`config.mk`:
```
export PLATFORM = sky130hd
export DESIGN_NAME = decoder_scan_ctrl
export DESIGN_NICKNAME = d
export VERILOG_FILES = /design/src/rtl/scan_pkg.sv /design/src/rtl/scan_down_counter.sv /design/src/rtl/decoder_scan_ctrl.sv
export SDC_FILE = /design/constraint.sdc
export NUM_CORES = 1
export LEC_CHECK = 0
export ABC_AREA = 1
export BUFFER_PORTS_ARGS = -buffer_cell sky130_fd_sc_hd__buf_2
export CORE_MARGIN = 2
export CORE_UTILIZATION = 61
export DETAILED_ROUTE_END_ITERATION = 8
export PLACE_DENSITY = 0.79
export SLEW_MARGIN = 15
export SYNTH_ARGS = -nofsm -noshare
export SYNTH_HDL_FRONTEND = slang
export SYNTH_SLANG_ARGS = --single-unit
```
`constraint.sdc`:
```
create_clock -name clk -period 2.2 [get_ports clk]
set_clock_uncertainty 0.1 [all_clocks]
set_input_delay 0 -clock clk [delete_from_list [all_inputs] [get_ports clk]]
set_output_delay 0 -clock clk [all_outputs]
set_load 0.005 [all_outputs]
```
`src/rtl/scan_pkg.sv`:
```
// Shared definitions for the decoder scan sequencer.
//   state_t          : sequencer FSM states
//   SEL_FIRST/LAST   : first and last decoder select values of a frame
//   DWELL_W/BLANK_W  : widths of the dwell and blanking down-counters
package scan_pkg;

   typedef enum logic [1:0] {
      IDLE  = 2'd0,
      BLANK = 2'd1,
      DRIVE = 2'd2
   } state_t;

   localparam logic [1:0] SEL_FIRST = 2'b00;
   localparam logic [1:0] SEL_LAST  = 2'b11;

   localparam int unsigned DWELL_W = 16;
   localparam int unsigned BLANK_W = 8;

endpackage

```
`src/rtl/scan_down_counter.sv`:
```
// Loadable down-counter with zero flag.
// Ports:
//   clk, rst_n : clock, asynchronous active-low reset
//   clr        : synchronous clear to 0 (highest priority)
//   load       : load load_val (beats dec)
//   load_val   : value to load
//   dec        : decrement by one; saturates at 0
//   count      : current value
//   zero       : count == 0
module scan_down_counter #(
   parameter int unsigned WIDTH = 8
) (
   input  logic             clk,
   input  logic             rst_n,
   input  logic             clr,
   input  logic             load,
   input  logic [WIDTH-1:0] load_val,
   input  logic             dec,
   output logic [WIDTH-1:0] count,
   output logic             zero
);

   logic [WIDTH-1:0] count_q;

   always_ff @(posedge clk or negedge rst_n) begin
      if (!rst_n) begin
         count_q <= '0;
      end else if (clr) begin
         count_q <= '0;
      end else if (load) begin
         count_q <= load_val;
      end else if (dec && (count_q != '0)) begin
         count_q <= count_q - WIDTH'(1);
      end
   end

   assign count = count_q;
   assign zero  = (count_q == '0);

endmodule

```
`src/rtl/decoder_scan_ctrl.sv`:
```
// Scan sequencer feeding a 2x4 decoder with enable. Steps {A,B} through 00..11, blanking
// (enable low) for BLANK_CYC cycles and then driving (enable high) for DIV cycles per select.
// Optional feature macro: SCAN_HOLD_EN adds a 'hold' input that freezes the sequencer.
// Ports:
//   clk, rst_n     : clock, asynchronous active-low reset
//   start          : pulse, begins a scan when idle
//   stop           : pulse, aborts the scan (wins over start and hold)
//   one_shot       : level, latched on accepted start (1 = single frame)
//   hold           : (SCAN_HOLD_EN only) freeze state, select, counters and enable
//   A, B           : decoder select MSB/LSB
//   enable         : decoder enable
//   busy           : state is not IDLE
//   frame_done     : one-cycle pulse after the DRIVE of select 11 completes
module decoder_scan_ctrl
   import scan_pkg::*;
#(
   parameter int unsigned DIV       = 4,
   parameter int unsigned BLANK_CYC = 1
) (
   input  logic clk,
   input  logic rst_n,
   input  logic start,
   input  logic stop,
   input  logic one_shot,
`ifdef SCAN_HOLD_EN
   input  logic hold,
`endif
   output logic A,
   output logic B,
   output logic enable,
   output logic busy,
   output logic frame_done
);

   // Counters are loaded with N-1 so that a segment lasts exactly N cycles.
   localparam logic [DWELL_W-1:0] DWELL_INIT = DWELL_W'(DIV - 1);
   localparam logic [BLANK_W-1:0] BLANK_INIT = BLANK_W'((BLANK_CYC == 0) ? 0 : BLANK_CYC - 1);
   // Segment entered after start or after a non-final dwell.
   localparam state_t SEG_STATE = (BLANK_CYC == 0) ? DRIVE : BLANK;

   state_t     state;
   logic [1:0] sel;
   logic       one_shot_q;
   logic       frozen;

   logic                dwell_load, dwell_dec, dwell_zero;
   logic                blank_load, blank_dec, blank_zero;
   logic [DWELL_W-1:0]  dwell_count;
   logic [BLANK_W-1:0]  blank_count;

`ifdef SCAN_HOLD_EN
   assign frozen = hold;
`else
   assign frozen = 1'b0;
`endif

   // Counter control decoded from the current state.
   always_comb begin
      dwell_load = 1'b0;
      dwell_dec  = 1'b0;
      blank_load = 1'b0;
      blank_dec  = 1'b0;
      if (!stop && !frozen) begin
         unique case (state)
            IDLE: begin
               if (start) begin
                  dwell_load = (SEG_STATE == DRIVE);
                  blank_load = (SEG_STATE == BLANK);
               end
            end
            BLANK: begin
               if (blank_zero) dwell_load = 1'b1;
               else            blank_dec  = 1'b1;
            end
            DRIVE: begin
               if (dwell_zero) begin
                  if (!((sel == SEL_LAST) && one_shot_q)) begin
                     dwell_load = (SEG_STATE == DRIVE);
                     blank_load = (SEG_STATE == BLANK);
                  end
               end else begin
                  dwell_dec = 1'b1;
               end
            end
            default: ;
         endcase
      end
   end

   scan_down_counter #(
      .WIDTH (DWELL_W)
   ) u_dwell (
      .clk      (clk),
      .rst_n    (rst_n),
      .clr      (stop),
      .load     (dwell_load),
      .load_val (DWELL_INIT),
      .dec      (dwell_dec),
      .count    (dwell_count),
      .zero     (dwell_zero)
   );

   scan_down_counter #(
      .WIDTH (BLANK_W)
   ) u_blank (
      .clk      (clk),
      .rst_n    (rst_n),
      .clr      (stop),
      .load     (blank_load),
      .load_val (BLANK_INIT),
      .dec      (blank_dec),
      .count    (blank_count),
      .zero     (blank_zero)
   );

   always_ff @(posedge clk or negedge rst_n) begin
      if (!rst_n) begin
         state      <= IDLE;
         sel        <= SEL_FIRST;
         one_shot_q <= 1'b0;
         enable     <= 1'b0;
         frame_done <= 1'b0;
      end else begin
         frame_done <= 1'b0;
         if (stop) begin
            state  <= IDLE;
            sel    <= SEL_FIRST;
            enable <= 1'b0;
         end else if (!frozen) begin
            unique case (state)
               IDLE: begin
                  if (start) begin
                     sel        <= SEL_FIRST;
                     one_shot_q <= one_shot;
                     state      <= SEG_STATE;
                     enable     <= (SEG_STATE == DRIVE);
                  end
               end
               BLANK: begin
                  if (blank_zero) begin
                     state  <= DRIVE;
                     enable <= 1'b1;
                  end
               end
               DRIVE: begin
                  if (dwell_zero) begin
                     if (sel == SEL_LAST) begin
                        frame_done <= 1'b1;
                        sel        <= SEL_FIRST;
                        if (one_shot_q) begin
                           state  <= IDLE;
                           enable <= 1'b0;
                        end else begin
                           state  <= SEG_STATE;
                           enable <= (SEG_STATE == DRIVE);
                        end
                     end else begin
                        sel    <= sel + 2'd1;
                        state  <= SEG_STATE;
                        enable <= (SEG_STATE == DRIVE);
                     end
                  end
               end
               default: state <= IDLE;
            endcase
         end
      end
   end

   assign A    = sel[1];
   assign B    = sel[0];
   assign busy = (state != IDLE);

endmodule
```
-- Word-level counts from Yosys, hierarchy flattened
Cells that the tools add are included.
- word-level logic and storage cells: 75
- bits in registers: 31
- equal/unequal tests: 6
- multiplexer cells: 41
- bitwise operators: 1
- add/subtract/negate cells: 3
- reduce and logical (&&, ||, !) cells: 17
- operators with widths (cell ; number):
    16-bit two-way mux ; 3
    8-bit two-way mux ; 3
    1-bit two-way mux ; 22
    2-bit two-way mux ; 9
    16-bit logical NOT ; 1
    16-bit nonzero test ; 1
    16-bit by 1-bit subtractor with 16-bit output, second input constant ; 1
    3-bit != test, second input constant ; 3
    3-bit AND reduction ; 3
    3-bit nonzero test ; 3
    8-bit logical NOT ; 1
    8-bit nonzero test ; 1
    8-bit by 1-bit subtractor with 8-bit output, second input constant ; 1
    2-bit case mux with 3 select lines ; 1
    2-bit == test, second input constant ; 2
    2-bit case mux with 2 select lines ; 1
    4-bit AND reduction ; 1
    4-bit nonzero test ; 1
    1-bit logical AND ; 3
    1-bit case mux with 3 select lines ; 1
    2-bit by 1-bit adder with 2-bit output, second input constant ; 1
    2-bit by 1-bit == test with 1-bit output, second input constant ; 1
    2-bit logical NOT ; 1
    1-bit case mux with 2 select lines ; 1
    2 further kinds ; 2

-- Longest topological paths before layout
- word-level depth: 8
- mapped depth: 11
- mapped depth without buffers: 11

-- Hierarchy
A second synthesis with hierarchy kept.
- cell total of the unflattened synthesis: 344
- area, all modules: 2298.5 sq um
- modules (own cells, without submodules) (module ; cells an instance ; area each (sq um) ; times used ; seq. area each (sq um)):
    scan_down_counter (u_dwell) ; 197 ; 1242.4 ; 1 ; 400.4
    scan_down_counter (u_blank) ; 89 ; 623.1 ; 1 ; 200.2
    decoder_scan_ctrl ; 58 ; 432.9 ; 1 ; 175.2

-- Least setup slack after synthesis
OpenSTA, ideal clock, no wires.
- path type: register to register
- start: register u_dwell.count_q[0] (netlist: u_dwell.count[0])
- end: register u_dwell.count_q[0] (netlist: u_dwell.count[0])
- period minus slack after synthesis: 1.628 ns
- setup slack: 0.572 ns
- stages on the path, launching flop included: 11
- path buffers: 1
- arrival: 1.405 ns
- cells stage by stage: dfrtp_1 > inv_1 > ha_1 > nand2_2 > nor2_4 > nand2_4 > nand2_8 > inv_4 > buf_6 > a21oi_1 > o21ai_1
- word-level cells in the longest chain between the ends: 6
- elaborated cells between the ends (all ways): 11
- classes of those cells: 1 x add/sub; 6 x mux; 4 x reduce/logical
- RTL lines (item ; line ; source):
    start, declared ; scan_down_counter.sv:23 ; logic [WIDTH-1:0] count_q;
    start signal, assigned ; scan_down_counter.sv:31 ; count_q <= load_val;
    start signal, assigned ; scan_down_counter.sv:33 ; count_q <= count_q - WIDTH'(1);
    parallel branches: the longest is 6 deep, another holds 16-bit by 1-bit subtractor with 16-bit output ; -- ;
Several ways; the timed one is not identified. The select of a mux whose other input is x is not followed.
A chain may end at the register's enable or synchronous reset.

-- Worst setup path in the final report
- start: register u_blank.count_q[0] (netlist: u_blank.count[0])
- end: register u_dwell.count_q[14] (netlist: u_dwell.count[14])
- word-level cells in the longest chain between the ends: 6
- elaborated cells between the ends (all ways): 7
- classes of those cells: 5 x mux; 2 x reduce/logical
- RTL lines (item ; line ; source):
    start, declared ; scan_down_counter.sv:23 ;
    start signal, assigned ; scan_down_counter.sv:31 ;
    start signal, assigned ; scan_down_counter.sv:33 ;
    8-bit logical NOT (*) ; scan_down_counter.sv:38 ; assign zero = (count_q == '0);
    1-bit two-way mux (*) ; decoder_scan_ctrl.sv:72 ; if (blank_zero) dwell_load = 1'b1;
    1-bit two-way mux (*) ; -- ;
    1-bit two-way mux (*) ; decoder_scan_ctrl.sv:63 ; if (!stop && !frozen) begin
    16-bit two-way mux ; scan_down_counter.sv:30 ; end else if (load) begin
    16-bit two-way mux ; scan_down_counter.sv:28 ; end else if (clr) begin
Every way passes the cells marked *; elsewhere a longest branch is shown, timed or not.

==> impl_results.md <==
- Status: completed
- Clock sinks: 31
- Multi-input logic area: 1050 um^2
- Sequential cell area: 776 um^2
- CTS tree: built
- Delay of the slowest critical-path stage: 0.37 ns
- WL final: 4120 um
- Wire length on met2: 1920 um
- Post-Layout Cell Count: 323
- Die height: 60.9 um
- DRC Markers: 0
- Seq/Total Area, Yosys: 39.2%
- Syn Inst Count: 263
- Post-Syn Nets: 272
- Antenna Nets Post-Route: 0
- Pleak: 1.08 nW
- Post-layout instance area: 2130 um^2
- Final Hold Viols: 0
- Total negative slack: 0 ns
- Initial DRC Count: 115
- Setup violators final: 0
- Hold WC Path Type: in -> reg
- Placed cells: 315
- FP Rows: 20
- Share of cells above drive strength 1: 17.2%
- Crit path max fanout: 7
- DR pass1 iterations: 5
- Port Buffer Count: 9
- Setup slack, reg-to-reg: 0.31 ns
- Max clock buf depth: 2
- Post-Syn Area: 1980 um^2
- Register-to-Register Path Depth: 9
- Chip width: 60.9 um
- Pins Over Slew Limit: 0
- Clk_lat worst skew: 0.34 ns
- Number of fill cells in the layout: 262
- Part of the power in combinational logic: 56.1%
- Clock Pin Slew Worst Setup and Hold Paths: 0.10 ns
- Fin util: 69.1%
- Wirelength per Cell: 12.8 um
- Met3 wire len: 165 um
- Fin crit share: 85.8%
- Fin nets: 289
- First-pass GRT wire length: 6970 um
- Crit. End Element: register
- # H-tree levels: 2
- Post-CTS sizing: 0
- Slew @ Worst Pin: 0.681 ns
- CTS Buf Count: 5
- Fin worst setup slack: 0.313 ns
- Min-delay src: start
- Setup crit start kind: register
- Overall Power: 2.59 mW
- Post-Synthesis Mean Instance Area: 7.52 um^2
- Grt total ovfl: 0
- GRT Overall Usage: 25.9%
- RSZ-0062 raised after global routing: no
- Clk pwr share: 11.4%
- Power Internal: 1.32 mW
- Worst hold stages: 4
- Reg-to-reg endpoint: u_dwell.count[14]
- P&R area growth vs syn: 7.59%
- RePlAce Congestion: 0.918
- Ports: 10
- CP cell instances: inv_1, ha_1, nand3_1, nor2_2, nand2_1, nor2_2, nor2_1, nand3_1, o21ai_1
- Hold_ws: 0.00971 ns
- Yosys warnings: 0
- Total core area: 3080 um^2
- Synth cell types: 32
- Vias: 1734
- Psw: 1.27 mW
- Fmax: 530 MHz
- Peak VDD IR: 0.751 mV
- Worst slack at placement: 0.340 ns
- Starting Density: 64.3%
- Hold EP: u_blank.count[2]
- Number of max-cap violations: 0
- Worst Path Arrival: 2.01 ns
- Flop pwr share: 32.5%
- Full die area: 3710 um^2
- DR top layer: met4
- Clock Tree Root: clkbuf_4
- Inserted Diodes: 0
- Switching share of power: 49.2%
- Met1 WL: 1980 um
- Placed inst area: 2070 um^2
- Slew HR: 54.6%
- Via/cell ratio: 5.37
- WS Path Type: reg -> reg
- Slowest stage cell, crit path: dfrtp_1
- R2R Path Start: u_blank.count[0]
- Vias in the first global route: 1570
- Hpwl dp: 3070 um
- Pwr Density: 1220 nW/um^2
- Minimum clock period: 1.89 ns
- Initial antenna violation count: 0
- Synthesized flop and latch total: 31
- CP required: 2.32 ns
- Largest net degree at the start of global routing: 32
==> critical path, delay by kind of cell (launching register included) <==
family	cells	cell delay, ns
compound gates	1	0.07
fa+ha+maj	1	0.18
buf+inv	1	0.16
flops	1	0.37
simple gates	6	0.87
==> cell type report <==
| type | count | area share, % |
|---|---|---|
| clock buffer | 6 | 1.94 |
| timing repair buffer | 12 | 3.41 |
| sequential | 31 | 36.4 |
| inverter | 35 | 6.29 |
| tap | 44 | 2.59 |
| multi-input combinational | 195 | 49.3 |
==> synth_stat cells <==
master    number  area share (%)
nand2_1       60              11
nor2_1        41             7.8
dfrtp_1       31              39
inv_1         31             5.9
nand3_1       20             5.1
a21oi_1       10             2.5
nand4_1        8             2.5
nor2_2         8             2.5
o21ai_0        7             1.8
nor2_4         5             2.8
ha_1           4             2.5
nand3_2        4             2.0
o21ai_1        4             1.0
o21bai_1       4             1.5
xor2_1         4             1.8
inv_2          3            0.57
nand2_2        3            0.95
a21oi_2        2            0.89
a31o_2         1            0.44
buf_4          1            0.38
buf_6          1            0.57
inv_4          1            0.32
mux2_2         1            0.57
nand2_4        1            0.57
nand2_8        1             1.0
nand3_4        1            0.89
nor3_1         1            0.25
nor4_1         1            0.32
o211ai_1       1            0.38
o211ai_2       1            0.63
o21bai_2       1            0.57
o22ai_1        1            0.32
==> logic make-up after synthesis <==
group,after synthesis,share of synthesized area (%)
fa+ha+maj,4,2.53
xor+xnor,4,1.77
compound gates,32,10.1
mux,1,0.569
buf+inv,37,7.72
simple gates,154,38.1
flops,31,39.2
==> metal layers <==
| layer | global-route usage [%] | vias up |
|---|---|---|
| met5 | 0 | - |
| met2 | 40.6 | 28 |
| met1 | 35.3 | 817 |
| met3 | 6.61 | 7 |
| met4 | 8.07 | 0 |
| li1 | - | 882 |
==> flip-flops by register name (all words and copies together), names as in the netlist <==
name and cells:
one_shot_q 1, state 2, sel 2, u_blank.count 8, enable 1, frame_done 1, u_dwell.count 16
==> cells in the final DEF, fill, tap and decap left out <==
cell	Yosys	final
nand4_1	8	8
nand2_8	1	1
inv_4	1	1
nand2_2	3	3
a21oi_2	2	2
nor2_1	41	41
inv_2	3	3
o21bai_1	4	4
inv_1	31	31
mux2_2	1	1
nor3_1	1	1
dfrtp_1	31	31
buf_4	1	1
nand3_4	1	1
xor2_1	4	4
nand2_1	60	60
o21ai_0	7	7
nor4_1	1	1
a21oi_1	10	10
o22ai_1	1	1
o211ai_1	1	1
o211ai_2	1	1
a31o_2	1	1
nand3_1	20	20
nand3_2	4	4
buf_2	0	9
nor2_4	5	5
o21bai_2	1	1
clkbuf_4	0	5
clkbuf_1	0	1
nand2_4	1	1
ha_1	4	4
nor2_2	8	8
o21ai_1	4	4
dlygate4sd3_1	0	2
==> how the worst max path moves through the flow <==
stage	slack, ns	depth (start not counted)	start	to
after floorplan	0.57	10	u_dwell.count[0]	u_dwell.count[0]
after global placement	0.40	9	u_blank.count[0]	u_dwell.count[15]
after detailed placement	0.34	9	u_blank.count[0]	u_dwell.count[14]
after CTS	0.31	9	u_blank.count[0]	u_dwell.count[14]
after global routing	0.14	9	u_blank.count[0]	u_dwell.count[15]
final	0.31	9	u_blank.count[0]	u_dwell.count[14]
==> what timing repair did <==
item	4_1_cts	5_1_grt
endpoints found under the hold margin	32	0
hold buffers	2	0
setup buffers	0	0
setup endpoints to repair	0	0
==> power groups by stage <==
stage | clock [mW] | combinational (mW) | sequential, mW
final | 0.296 | 1.45 | 0.840
after global routing | 0.327 | 1.65 | 0.853
after CTS | 0.303 | 1.45 | 0.837
after detailed placement | 0 | 1.43 | 0.849
after global placement | 0 | 1.40 | 0.844
after floorplan | 0 | 1.17 | 0.816
No activity file was read; power rests on OpenSTA's default activity.
